$ cat src/rtl/uart_pkg.sv
// Shared definitions for the buffered UART transmitter.
//   - parity mode constants (PAR_NONE / PAR_ODD / PAR_EVEN)
//   - TX FSM state encoding
//   - minimum legal baud divisor and bit-index counter width
package uart_pkg;

  localparam int unsigned PAR_NONE = 0;
  localparam int unsigned PAR_ODD  = 1;
  localparam int unsigned PAR_EVEN = 2;

  // Smallest divisor honoured; requests below this are clamped up.
  localparam int unsigned MIN_DIV = 2;

  // Wide enough to index up to 9 data bits or 2 stop bits.
  localparam int unsigned BIT_IDX_W = 4;

  typedef enum logic [2:0] {
    StIdle,
    StStart,
    StData,
    StParity,
    StStop
  } tx_state_e;

endpackage

$ cat src/rtl/sync_fifo.sv
// Synchronous first-word-fall-through FIFO.
//   clk_i   : clock (rising edge)
//   rst_i   : asynchronous active-high reset, flushes the FIFO
//   push_i  : write wdata_i (caller guarantees not full)
//   pop_i   : drop the head word (caller guarantees not empty)
//   wdata_i : write data
//   rdata_o : head word, valid whenever empty_o is low
//   count_o : number of stored words
//   full_o  : count_o == DEPTH
//   empty_o : count_o == 0
module sync_fifo #(
  parameter int unsigned WIDTH = 8,
  parameter int unsigned DEPTH = 16
) (
  input  logic                     clk_i,
  input  logic                     rst_i,
  input  logic                     push_i,
  input  logic                     pop_i,
  input  logic [WIDTH-1:0]         wdata_i,
  output logic [WIDTH-1:0]         rdata_o,
  output logic [$clog2(DEPTH):0]   count_o,
  output logic                     full_o,
  output logic                     empty_o
);

  localparam int unsigned AW = $clog2(DEPTH);
  localparam int unsigned CW = AW + 1;

  logic [WIDTH-1:0] mem_q [DEPTH];
  logic [AW-1:0]    wr_ptr_q, wr_ptr_d;
  logic [AW-1:0]    rd_ptr_q, rd_ptr_d;
  logic [CW-1:0]    count_q, count_d;

  // Storage needs no reset: only words behind a valid count are ever read.
  always_ff @(posedge clk_i) begin
    if (push_i) begin
      mem_q[wr_ptr_q] <= wdata_i;
    end
  end

  always_comb begin
    wr_ptr_d = wr_ptr_q;
    rd_ptr_d = rd_ptr_q;
    count_d  = count_q;
    // Pointers wrap naturally because DEPTH is a power of two.
    if (push_i) wr_ptr_d = wr_ptr_q + AW'(1);
    if (pop_i)  rd_ptr_d = rd_ptr_q + AW'(1);
    unique case ({push_i, pop_i})
      2'b10:   count_d = count_q + CW'(1);
      2'b01:   count_d = count_q - CW'(1);
      default: count_d = count_q;
    endcase
  end

  always_ff @(posedge clk_i or posedge rst_i) begin
    if (rst_i) begin
      wr_ptr_q <= '0;
      rd_ptr_q <= '0;
      count_q  <= '0;
    end else begin
      wr_ptr_q <= wr_ptr_d;
      rd_ptr_q <= rd_ptr_d;
      count_q  <= count_d;
    end
  end

  assign rdata_o = mem_q[rd_ptr_q];
  assign count_o = count_q;
  assign full_o  = (count_q == CW'(DEPTH));
  assign empty_o = (count_q == '0);

endmodule

$ cat src/rtl/uart_tx_fifo_param.sv
// Buffered UART transmitter with configurable frame format.
//   Frame: start(0), DATA_BITS data LSB first, optional parity, STOP_BITS stop(1).
//   osc_clk        : system clock
//   rst            : asynchronous active-high reset; flushes FIFO, line goes high
//   i_Tx_Valid     : write request, accepted when o_Tx_Ready is also high
//   i_Tx_Data      : word to transmit
//   o_Tx_Ready     : FIFO not full
//   i_Clks_Per_Bit : clock cycles per bit, clamped to >= 2, sampled at pop
//   o_Tx_Serial    : serial line, idle high
//   o_Tx_Active    : high from pop through the last stop-bit cycle
//   o_Tx_Done      : one-cycle pulse after the last stop bit of each frame
//   o_Fifo_Count   : words currently queued
module uart_tx_fifo_param
  import uart_pkg::*;
#(
  parameter int unsigned DATA_BITS  = 8,
  parameter int unsigned PARITY     = 0,
  parameter int unsigned STOP_BITS  = 1,
  parameter int unsigned FIFO_DEPTH = 16,
  parameter int unsigned DIV_W      = 16
) (
  input  logic                          osc_clk,
  input  logic                          rst,
  input  logic                          i_Tx_Valid,
  input  logic [DATA_BITS-1:0]          i_Tx_Data,
  output logic                          o_Tx_Ready,
  input  logic [DIV_W-1:0]              i_Clks_Per_Bit,
  output logic                          o_Tx_Serial,
  output logic                          o_Tx_Active,
  output logic                          o_Tx_Done,
  output logic [$clog2(FIFO_DEPTH):0]   o_Fifo_Count
);

  tx_state_e              state_q, state_d;
  logic [DIV_W-1:0]       div_q, div_d;
  logic [DIV_W-1:0]       clk_cnt_q, clk_cnt_d;
  logic [BIT_IDX_W-1:0]   bit_idx_q, bit_idx_d;
  logic [DATA_BITS-1:0]   shift_q, shift_d;
  logic                   parity_q, parity_d;
  logic                   done_q, done_d;

  logic                   fifo_push, fifo_pop, fifo_full, fifo_empty;
  logic [DATA_BITS-1:0]   fifo_rdata;
  logic [DIV_W-1:0]       div_clamped;
  logic                   par_bit;
  logic                   bit_tick, last_data, last_stop, load;

  assign fifo_push = i_Tx_Valid && !fifo_full;
  assign fifo_pop  = load;

  sync_fifo #(
    .WIDTH (DATA_BITS),
    .DEPTH (FIFO_DEPTH)
  ) u_fifo (
    .clk_i   (osc_clk),
    .rst_i   (rst),
    .push_i  (fifo_push),
    .pop_i   (fifo_pop),
    .wdata_i (i_Tx_Data),
    .rdata_o (fifo_rdata),
    .count_o (o_Fifo_Count),
    .full_o  (fifo_full),
    .empty_o (fifo_empty)
  );

  assign div_clamped = (i_Clks_Per_Bit < DIV_W'(MIN_DIV)) ? DIV_W'(MIN_DIV) : i_Clks_Per_Bit;
  // Even parity is the XOR of the data; odd parity is its inverse.
  assign par_bit     = (^fifo_rdata) ^ (PARITY == PAR_ODD);

  assign bit_tick  = (clk_cnt_q == div_q - DIV_W'(1));
  assign last_data = (bit_idx_q == BIT_IDX_W'(DATA_BITS - 1));
  assign last_stop = (bit_idx_q == BIT_IDX_W'(STOP_BITS - 1));

  // State and datapath registers.
  always_ff @(posedge osc_clk or posedge rst) begin
    if (rst) begin
      state_q   <= StIdle;
      div_q     <= DIV_W'(MIN_DIV);
      clk_cnt_q <= '0;
      bit_idx_q <= '0;
      shift_q   <= '0;
      parity_q  <= 1'b0;
      done_q    <= 1'b0;
    end else begin
      state_q   <= state_d;
      div_q     <= div_d;
      clk_cnt_q <= clk_cnt_d;
      bit_idx_q <= bit_idx_d;
      shift_q   <= shift_d;
      parity_q  <= parity_d;
      done_q    <= done_d;
    end
  end

  // Next-state logic.
  always_comb begin
    state_d   = state_q;
    div_d     = div_q;
    clk_cnt_d = clk_cnt_q;
    bit_idx_d = bit_idx_q;
    shift_d   = shift_q;
    parity_d  = parity_q;
    done_d    = 1'b0;
    load      = 1'b0;

    if (state_q != StIdle) begin
      clk_cnt_d = bit_tick ? '0 : clk_cnt_q + DIV_W'(1);
    end

    unique case (state_q)
      StIdle: begin
        if (!fifo_empty) load = 1'b1;
      end
      StStart: begin
        if (bit_tick) begin
          state_d   = StData;
          bit_idx_d = '0;
        end
      end
      StData: begin
        if (bit_tick) begin
          shift_d = shift_q >> 1;
          if (last_data) begin
            bit_idx_d = '0;
            state_d   = (PARITY != PAR_NONE) ? StParity : StStop;
          end else begin
            bit_idx_d = bit_idx_q + BIT_IDX_W'(1);
          end
        end
      end
      StParity: begin
        if (bit_tick) state_d = StStop;
      end
      StStop: begin
        if (bit_tick) begin
          if (last_stop) begin
            done_d = 1'b1;
            // Chain straight into the next start bit when more data waits.
            if (!fifo_empty) load = 1'b1;
            else             state_d = StIdle;
          end else begin
            bit_idx_d = bit_idx_q + BIT_IDX_W'(1);
          end
        end
      end
      default: state_d = StIdle;
    endcase

    if (load) begin
      state_d   = StStart;
      shift_d   = fifo_rdata;
      div_d     = div_clamped;
      parity_d  = par_bit;
      clk_cnt_d = '0;
      bit_idx_d = '0;
    end
  end

  // Outputs decoded from registered state only.
  always_comb begin
    o_Tx_Serial = 1'b1;
    unique case (state_q)
      StStart:  o_Tx_Serial = 1'b0;
      StData:   o_Tx_Serial = shift_q[0];
      StParity: o_Tx_Serial = parity_q;
      default:  o_Tx_Serial = 1'b1;
    endcase
  end

  assign o_Tx_Active = (state_q != StIdle);
  assign o_Tx_Done   = done_q;
  assign o_Tx_Ready  = !fifo_full;

endmodule

$ cat config.mk
export PLATFORM = sky130hd
export DESIGN_NAME = uart_tx_fifo_param
export DESIGN_NICKNAME = d
export VERILOG_FILES = /design/src/rtl/uart_pkg.sv /design/src/rtl/sync_fifo.sv /design/src/rtl/uart_tx_fifo_param.sv
export SDC_FILE = /design/constraint.sdc
export NUM_CORES = 1
export LEC_CHECK = 0
export ABC_AREA = 1
export BUFFER_PORTS_ARGS = -buffer_cell sky130_fd_sc_hd__buf_4
export CAP_MARGIN = 20
export CORE_MARGIN = 2
export CORE_UTILIZATION = 40
export CTS_CLUSTER_DIAMETER = 80
export DETAILED_ROUTE_END_ITERATION = 7
export PLACE_DENSITY_LB_ADDON = 0.1
export SKIP_LAST_GASP = 1
export SLEW_MARGIN = 30
export SYNTH_ARGS = -nofsm -noshare
export SYNTH_HDL_FRONTEND = slang
export SYNTH_SLANG_ARGS = --single-unit
$ cat constraint.sdc
create_clock -name osc_clk -period 3.5 [get_ports osc_clk]
set_input_delay 0.525 -clock osc_clk [delete_from_list [all_inputs] [get_ports osc_clk]]
set_output_delay 0.525 -clock osc_clk [all_outputs]
set_load 0.1 [all_outputs]
Yosys cells after proc, flatten, opt, wreduce, memory -nomap -nowiden:

Memory sizes are Yosys's and may differ from the RTL's.
Cells that the tools add are included.

* add/subtract/negate cells: 7
* multipliers: 0
* div/mod/pow operators: 0
* $lt $le $gt $ge: 1
* eq/ne operators: 18
* shift operators: 0
* multiplexer cells: 34
* bitwise operators: 0
* reductions and logical operators: 15

Operators by type and width (number)
* 16-bit 2-to-1 mux: 4
* 3-bit 2-to-1 mux: 8
* 4-bit 2-to-1 mux: 6
* 8-bit 2-to-1 mux: 3
* 3-bit by 2-bit != test with 1-bit output, second input constant: 8
* 16-bit by 1-bit adder with 16-bit output, second input constant: 1
* 16-bit equality test: 1
* 16-bit by 2-bit less-than comparator with 1-bit output, second input constant: 1
* 16-bit by 1-bit subtractor with 16-bit output, second input constant: 1
* 3-bit one-hot mux with 5 select lines: 1
* 4-bit by 1-bit adder with 4-bit output, second input constant: 3
* 4-bit one-hot mux with 3 select lines: 1
* 5-bit one-hot mux with 2 select lines: 1
* 1-bit 2-to-1 mux: 8
* 8-bit AND reduction: 1
* 2-bit nonzero test: 4
* 8-bit parity: 1
* 3-bit by 2-bit equality test with 1-bit output, second input constant: 2
* 5-bit by 1-bit adder with 5-bit output, second input constant: 1
* 5-bit equality test, second input constant: 1
* 5-bit logical NOT: 1
* 5-bit AND reduction: 1
* 5-bit by 1-bit subtractor with 5-bit output, second input constant: 1
* 4-bit by 3-bit equality test with 1-bit output, second input constant: 1
* 14 further kinds: 14

* bits in registers: 62
* bits in latches: 0
* RAM bits: 128
* ROM bits: 0
* input port bits: 27
* output and inout bits: 9
* logic and storage cells: 86
* memories kept: 1

Memory list
* u_fifo.mem_q: words 16, bits a word 8, rd ports 1, clocked after Yosys merged registers in 0, wr ports 1, RTL line sync_fifo.sv:29 `logic [WIDTH-1:0] mem_q [DEPTH];`

Longest topological paths before layout:

* word-level depth: 7
* depth in mapped cells: 25
* mapped depth without buffers: 23

Hierarchy:

Synthesis repeated with hierarchy kept, for this count alone.

* cell total of the unflattened synthesis: 1084
* area, all modules: 9610.5 sq um

By module, submodules not included
* sync_fifo: instances 1, cells each 519, area an instance 5999.5 sq um, sequential area each 4169.0 sq um
* uart_tx_fifo_param: instances 1, cells each 565, area an instance 3611.0 sq um, sequential area each 1227.4 sq um

Least setup slack after synthesis:

No wires, ideal clock.

* kind: register to register
* start point: register u_fifo.count_q[4] (netlist: u_fifo.count_o[4])
* end point: register u_fifo.count_q[4] (netlist: u_fifo.count_o[4])
* setup time: 0.163 ns
* arrival time: 3.816 ns
* data required time: 3.337 ns
* path slack: -0.479 ns
* stages on the path, launching flop included: 13
* path buffers: 0
* period minus slack after synthesis: 3.979 ns
* cells stage by stage: dfrtp_1 > nand4_1 > nand2_1 > ha_1 > xor2_1 > ha_1 > nor2_1 > o21ai_0 > a21oi_1 > nand2_1 > nand2_1 > nor2_1 > xor2_1

* elaborated cells on any way between the ends: 14
* classes of those cells: 2 x add/sub; 3 x eq/ne; 5 x mux; 4 x reduce/logical

RTL lines
* from (decl): RTL line sync_fifo.sv:32 `logic [CW-1:0] count_q, count_d;`
* from (signal assigned): RTL line sync_fifo.sv:63 `count_q <= count_d;`
* 5-bit equality test (*): RTL line sync_fifo.sv:69 `assign full_o = (count_q == CW'(DEPTH));`
* 1-bit logical NOT (*)
* via o_Tx_Ready: RTL line uart_tx_fifo_param.sv:26 `output logic o_Tx_Ready,`
* 1-bit logical AND (*): RTL line uart_tx_fifo_param.sv:48 `assign fifo_push = i_Tx_Valid && !fifo_full;`
* 2-bit by 1-bit equality test with 1-bit output or 2-bit equality test (tied branches): RTL line sync_fifo.sv:48 `unique case ({push_i, pop_i})`
* 5-bit one-hot mux with 2 select lines or 2-bit nonzero test (tied branches)

Mark *: on every way through the listed nets, which the timed path passes. The rest lies on a longest branch.
A chain may end at the register's enable or synchronous reset.

Final worst setup path:

* start point: register div_q[0]
* end point: register u_fifo.count_q[4] (netlist: u_fifo.count_o[4])

* longest elaborated chain between the ends: 6
* elaborated cells on any way between the ends: 8
* classes of those cells: 1 x add/sub; 3 x eq/ne; 3 x mux; 1 x reduce/logical

RTL lines
* from (decl): RTL line uart_tx_fifo_param.sv:35 `logic [DIV_W-1:0] div_q, div_d;`
* from (signal assigned): RTL line uart_tx_fifo_param.sv:78 `div_q <= DIV_W'(MIN_DIV);`
* from (signal assigned): RTL line uart_tx_fifo_param.sv:86 `div_q <= div_d;`
* 16-bit by 1-bit subtractor with 16-bit output (*): RTL line uart_tx_fifo_param.sv:70 `assign bit_tick = (clk_cnt_q == div_q - DIV_W'(1));`
* 16-bit equality test (*): RTL line uart_tx_fifo_param.sv:70
* 1-bit 2-to-1 mux (*): RTL line uart_tx_fifo_param.sv:135 `if (bit_tick) begin`
* 1-bit one-hot mux with 2 select lines (*): RTL line uart_tx_fifo_param.sv:110 `unique case (state_q)`
* 2-bit by 1-bit equality test with 1-bit output or 2-bit equality test (tied branches): RTL line sync_fifo.sv:48
* 5-bit one-hot mux with 2 select lines or 2-bit nonzero test (tied branches)

Every way passes the cells marked *; elsewhere a longest branch is shown, timed or not.

==> impl_metrics.csv <==
group,metric,value,unit
worst_setup_path,r2r-start,"div_q[0]$_DFFE_PP0N_",
timing,finalSetupTns,0,ns
global_routing,antenna_found_initial,0,
floorplanning,die_area,24240,sq um
power,p_seq_share,35.4,%
power,combinationalPowerShare,43.2,%
cells_and_area,nets,1055,
power,power,9.032,mW
synthesis,syn_area,9203,sq um
placement,place_congestion,0.8650,
placement,post-place-ws,0.3313,ns
clock_tree,post_cts_buffers,0,
synthesis,yosysMostFrequentCell,"nand2_1",
timing,setup_slack,0.3651,ns
worst_setup_path,required,3.85,ns
synthesis,synthTopCellsByCount,"nand2_1 (278), edfxtp_1 (128), nor2_1 (105), o21ai_0 (76), inv_1 (73)",
timing,layout_min_cycle_time,3.135,ns
synthesis,syn_inst,979,
power,switchingPower,4.069,mW
timing,post-route-period-util,89.57,%
cells_and_area,utilization,45.76,%
clock_tree,cts_made_buffers,17,
floorplanning,core.rowCount,55,
timing,tightest_slew,0.8823,ns
route,drc_errors,0,
hold_path,hold_path.class,"in -> reg",
hold_path,holdPathStages,3,
worst_setup_path,start_kind,"flop",
synthesis,yosys.area.top_type,"edfxtp_1",
route,ant_nets,0,
synthesis,async_reset_ff_share,32.63,%
synthesis,ys_ff_latch,190,
clock_tree,clk_pin_slew_worst_paths,0.08,ns
route,routed_wl,22210,um
timing,max_slew_margin,40.97,%
placement,dpl-instance-area,9756,sq um
route,drt_iter0_markers,393,
power,pwr-share-clk,21.4,%
worst_setup_path,end_kind,"flop",
synthesis,synth.distinct_cells,44,
clock_tree,cts_tree,"built",
power,powerDensity,871.8,nW/um^2
global_routing,grt_pass1_wl,35270,um
cells_and_area,n_antenna_cell,0,
timing,hold_slack,0.3002,ns
synthesis,syn_nets,1019,
timing,final_max_slew_viol_count,0,
worst_setup_path,critPathKind,"reg -> reg",
floorplanning,die_w,155.7,um
placement,portBuffers,35,
worst_setup_path,r2r_slack,0.37,ns
power,p_leak,4.255,nW
global_routing,grt_pass1_vias,6431,
synthesis,ys.flop_type,"edfxtp_1",
cells_and_area,drive_gt1_share,11.48,%
worst_setup_path,cp.arrival,3.49,ns
synthesis,synth_top_area_share,41.77,%
worst_setup_path,crit_start,"div_q[0]$_DFFE_PP0N_",
power,internal_power,4.962,mW
cells_and_area,final_cells,1313,
timing,setup_viol_count_final,0,
global_routing,grt_usage,19.26,%
global_routing,grt_max_degree,60,
timing,fin_worst_skew,0.01210,ns
worst_setup_path,endpoint,"u_fifo.count_o[4]$_DFFE_PP0P_",
placement,hpwl,15530,um
clock_tree,htree_levels,4,
worst_setup_path,crit_fanout,6,
synthesis,synth_seq_area_share,58.64,%
route,viasPerCell,5.050,
power,switching_share,45.06,%
synthesis,yosys-top-cells-area,"edfxtp_1 (42%), dfrtp_1 (17%), nand2_1 (11%)",
status,status,"finished, final reports clean",
route,vias,6631,
power,irDropWorstVdd,0.3206,mV
worst_setup_path,ff2ff_path_depth,22,
clock_tree,clock_sinks,190,
placement,placed_cells,1280,
floorplanning,num_io_pins,36,
cells_and_area,design_area,10360,sq um
clock_tree,clock_latency,0.43,ns
clock_tree,clockRootBuffer,"clkbuf_16",
worst_setup_path,timing.rr.end,"u_fifo.count_o[4]$_DFFE_PP0P_",
floorplanning,initial_core_util,40.65,%
timing,rsz0062_at_grt,"false",
synthesis,yosysWarnings,0,
route,wl_per_cell,16.91,um
route,drt-pass1-iter-count,5,
cells_and_area,syn2layout_area_growth,12.58,%
synthesis,avgSynthCellArea,9.400,sq um
synthesis,synth_edf_count,128,
floorplanning,fp.coreArea,22640,sq um
flow_run,max_cap_violations,0,
global_routing,grt_remaining_overflow,0,
floorplanning,die_h,155.7,um
clock_tree,clock_path_buffers,2,
timing,finalHoldViolCount,0,
timing,fmax,319.0,MHz
## timing repair
item	4_1_cts	5_1_grt
hold endpoints to repair	7	0
gates resized for setup	0	1
setup endpoints to repair	0	1
hold buffers	1	0
## cell type report
type                    instances  area [sq um]
repair buffers                 47         355.3
clock buffers                  17         425.4
clock inverters                15         166.4
multi-input cells             680          3356
inverters                      79         296.5
well taps                     285         356.6
fillers                      2197         12280
flip-flops and latches        190          5404
## kinds of logic (layout without fill, tap and decap cells)
family          Yosys count  in the layout  share of synthesized area (%)
compound gates          123            123                          7.220
xor+xnor                 35             35                          3.331
fa+ha+maj                13             13                          1.768
buf+inv                 109            158                          5.166
flops                   190            190                          58.64
simple gates            509            509                          23.88
## flip-flops by register name, indices dropped and copies added, names as in the netlist
name and flops:
u_fifo.mem_q 128, clk_cnt_q 16, div_q 16, shift_q 8, u_fifo.count_o 5, bit_idx_q 4
u_fifo.rd_ptr_q 4, u_fifo.wr_ptr_q 4, state_q 3, o_Tx_Done 1, parity_q 1
## worst min-delay path by stage
| stage | start | endpoint |
|---|---|---|
| after floorplan | parity_q$_DFFE_PP0N_ | parity_q$_DFFE_PP0N_ |
| after global placement | rst | div_q[13]$_DFFE_PP0N_ |
| after detailed placement | rst | div_q[13]$_DFFE_PP0N_ |
| after CTS | i_Clks_Per_Bit[13] | div_q[13]$_DFFE_PP0N_ |
| after global routing | i_Clks_Per_Bit[11] | div_q[11]$_DFFE_PP0N_ |
| final | i_Clks_Per_Bit[11] | div_q[11]$_DFFE_PP0N_ |
## cell usage in the layout (no fill, tap or decap), drive strengths merged
cell type,count
inv,86
a21o,1
nand2,282
dlygate4sd3,1
o31ai,1
xnor2,11
o221ai,2
nor4,3
dfstp,1
nand3,72
o211ai,5
nor4b,1
nor3,11
a31oi,10
dfrtp,61
o21ai,77
and2,1
xor2,24
a21oi,23
clkbuf,17
nand4,15
buf,46
nor2,115
ha,13
o22ai,3
nand3b,4
clkinvlp,2
and3,1
nor3b,4
clkinv,6
o21bai,1
edfxtp,128
## critical path, cell delays in order (launching register included)
cell and delay (ns):
dfrtp_1 0.40, inv_2 0.12, ha_2 0.23, nand3_4 0.12
nor2_4 0.16, nand3_1 0.08, nand2_1 0.14, nand3_1 0.08
nor2_1 0.09, nand2_1 0.08, nor2_1 0.14, nand3_2 0.11
nand2_4 0.12, ha_4 0.16, xor2_1 0.19, ha_2 0.21
nor2_2 0.04, o21ai_0 0.15, a21oi_1 0.10, nand2_1 0.06
nand2_1 0.04, nor2_1 0.11, xor2_1 0.14
## power by group through the flow
stage | registers [mW] | logic, mW | clock network (mW)
global route | 3.26 | 4.44 | 2.05
detailed placement | 3.25 | 3.93 | 0
floorplan | 3.31 | 2.87 | 0
finish | 3.20 | 3.90 | 1.93
global placement | 3.26 | 3.92 | 0
CTS | 3.21 | 3.94 | 1.97
## routing by layer
metal	GRT usage (%)	share of wire [%]	vias to the layer above
met1	25.81	48	3173
met3	3.167	2.7	22
met2	32.53	48	86
li1	-	-	3350
met5	0	0	-
met4	5.286	1.6	0
No activity file was read; power rests on OpenSTA's default activity.
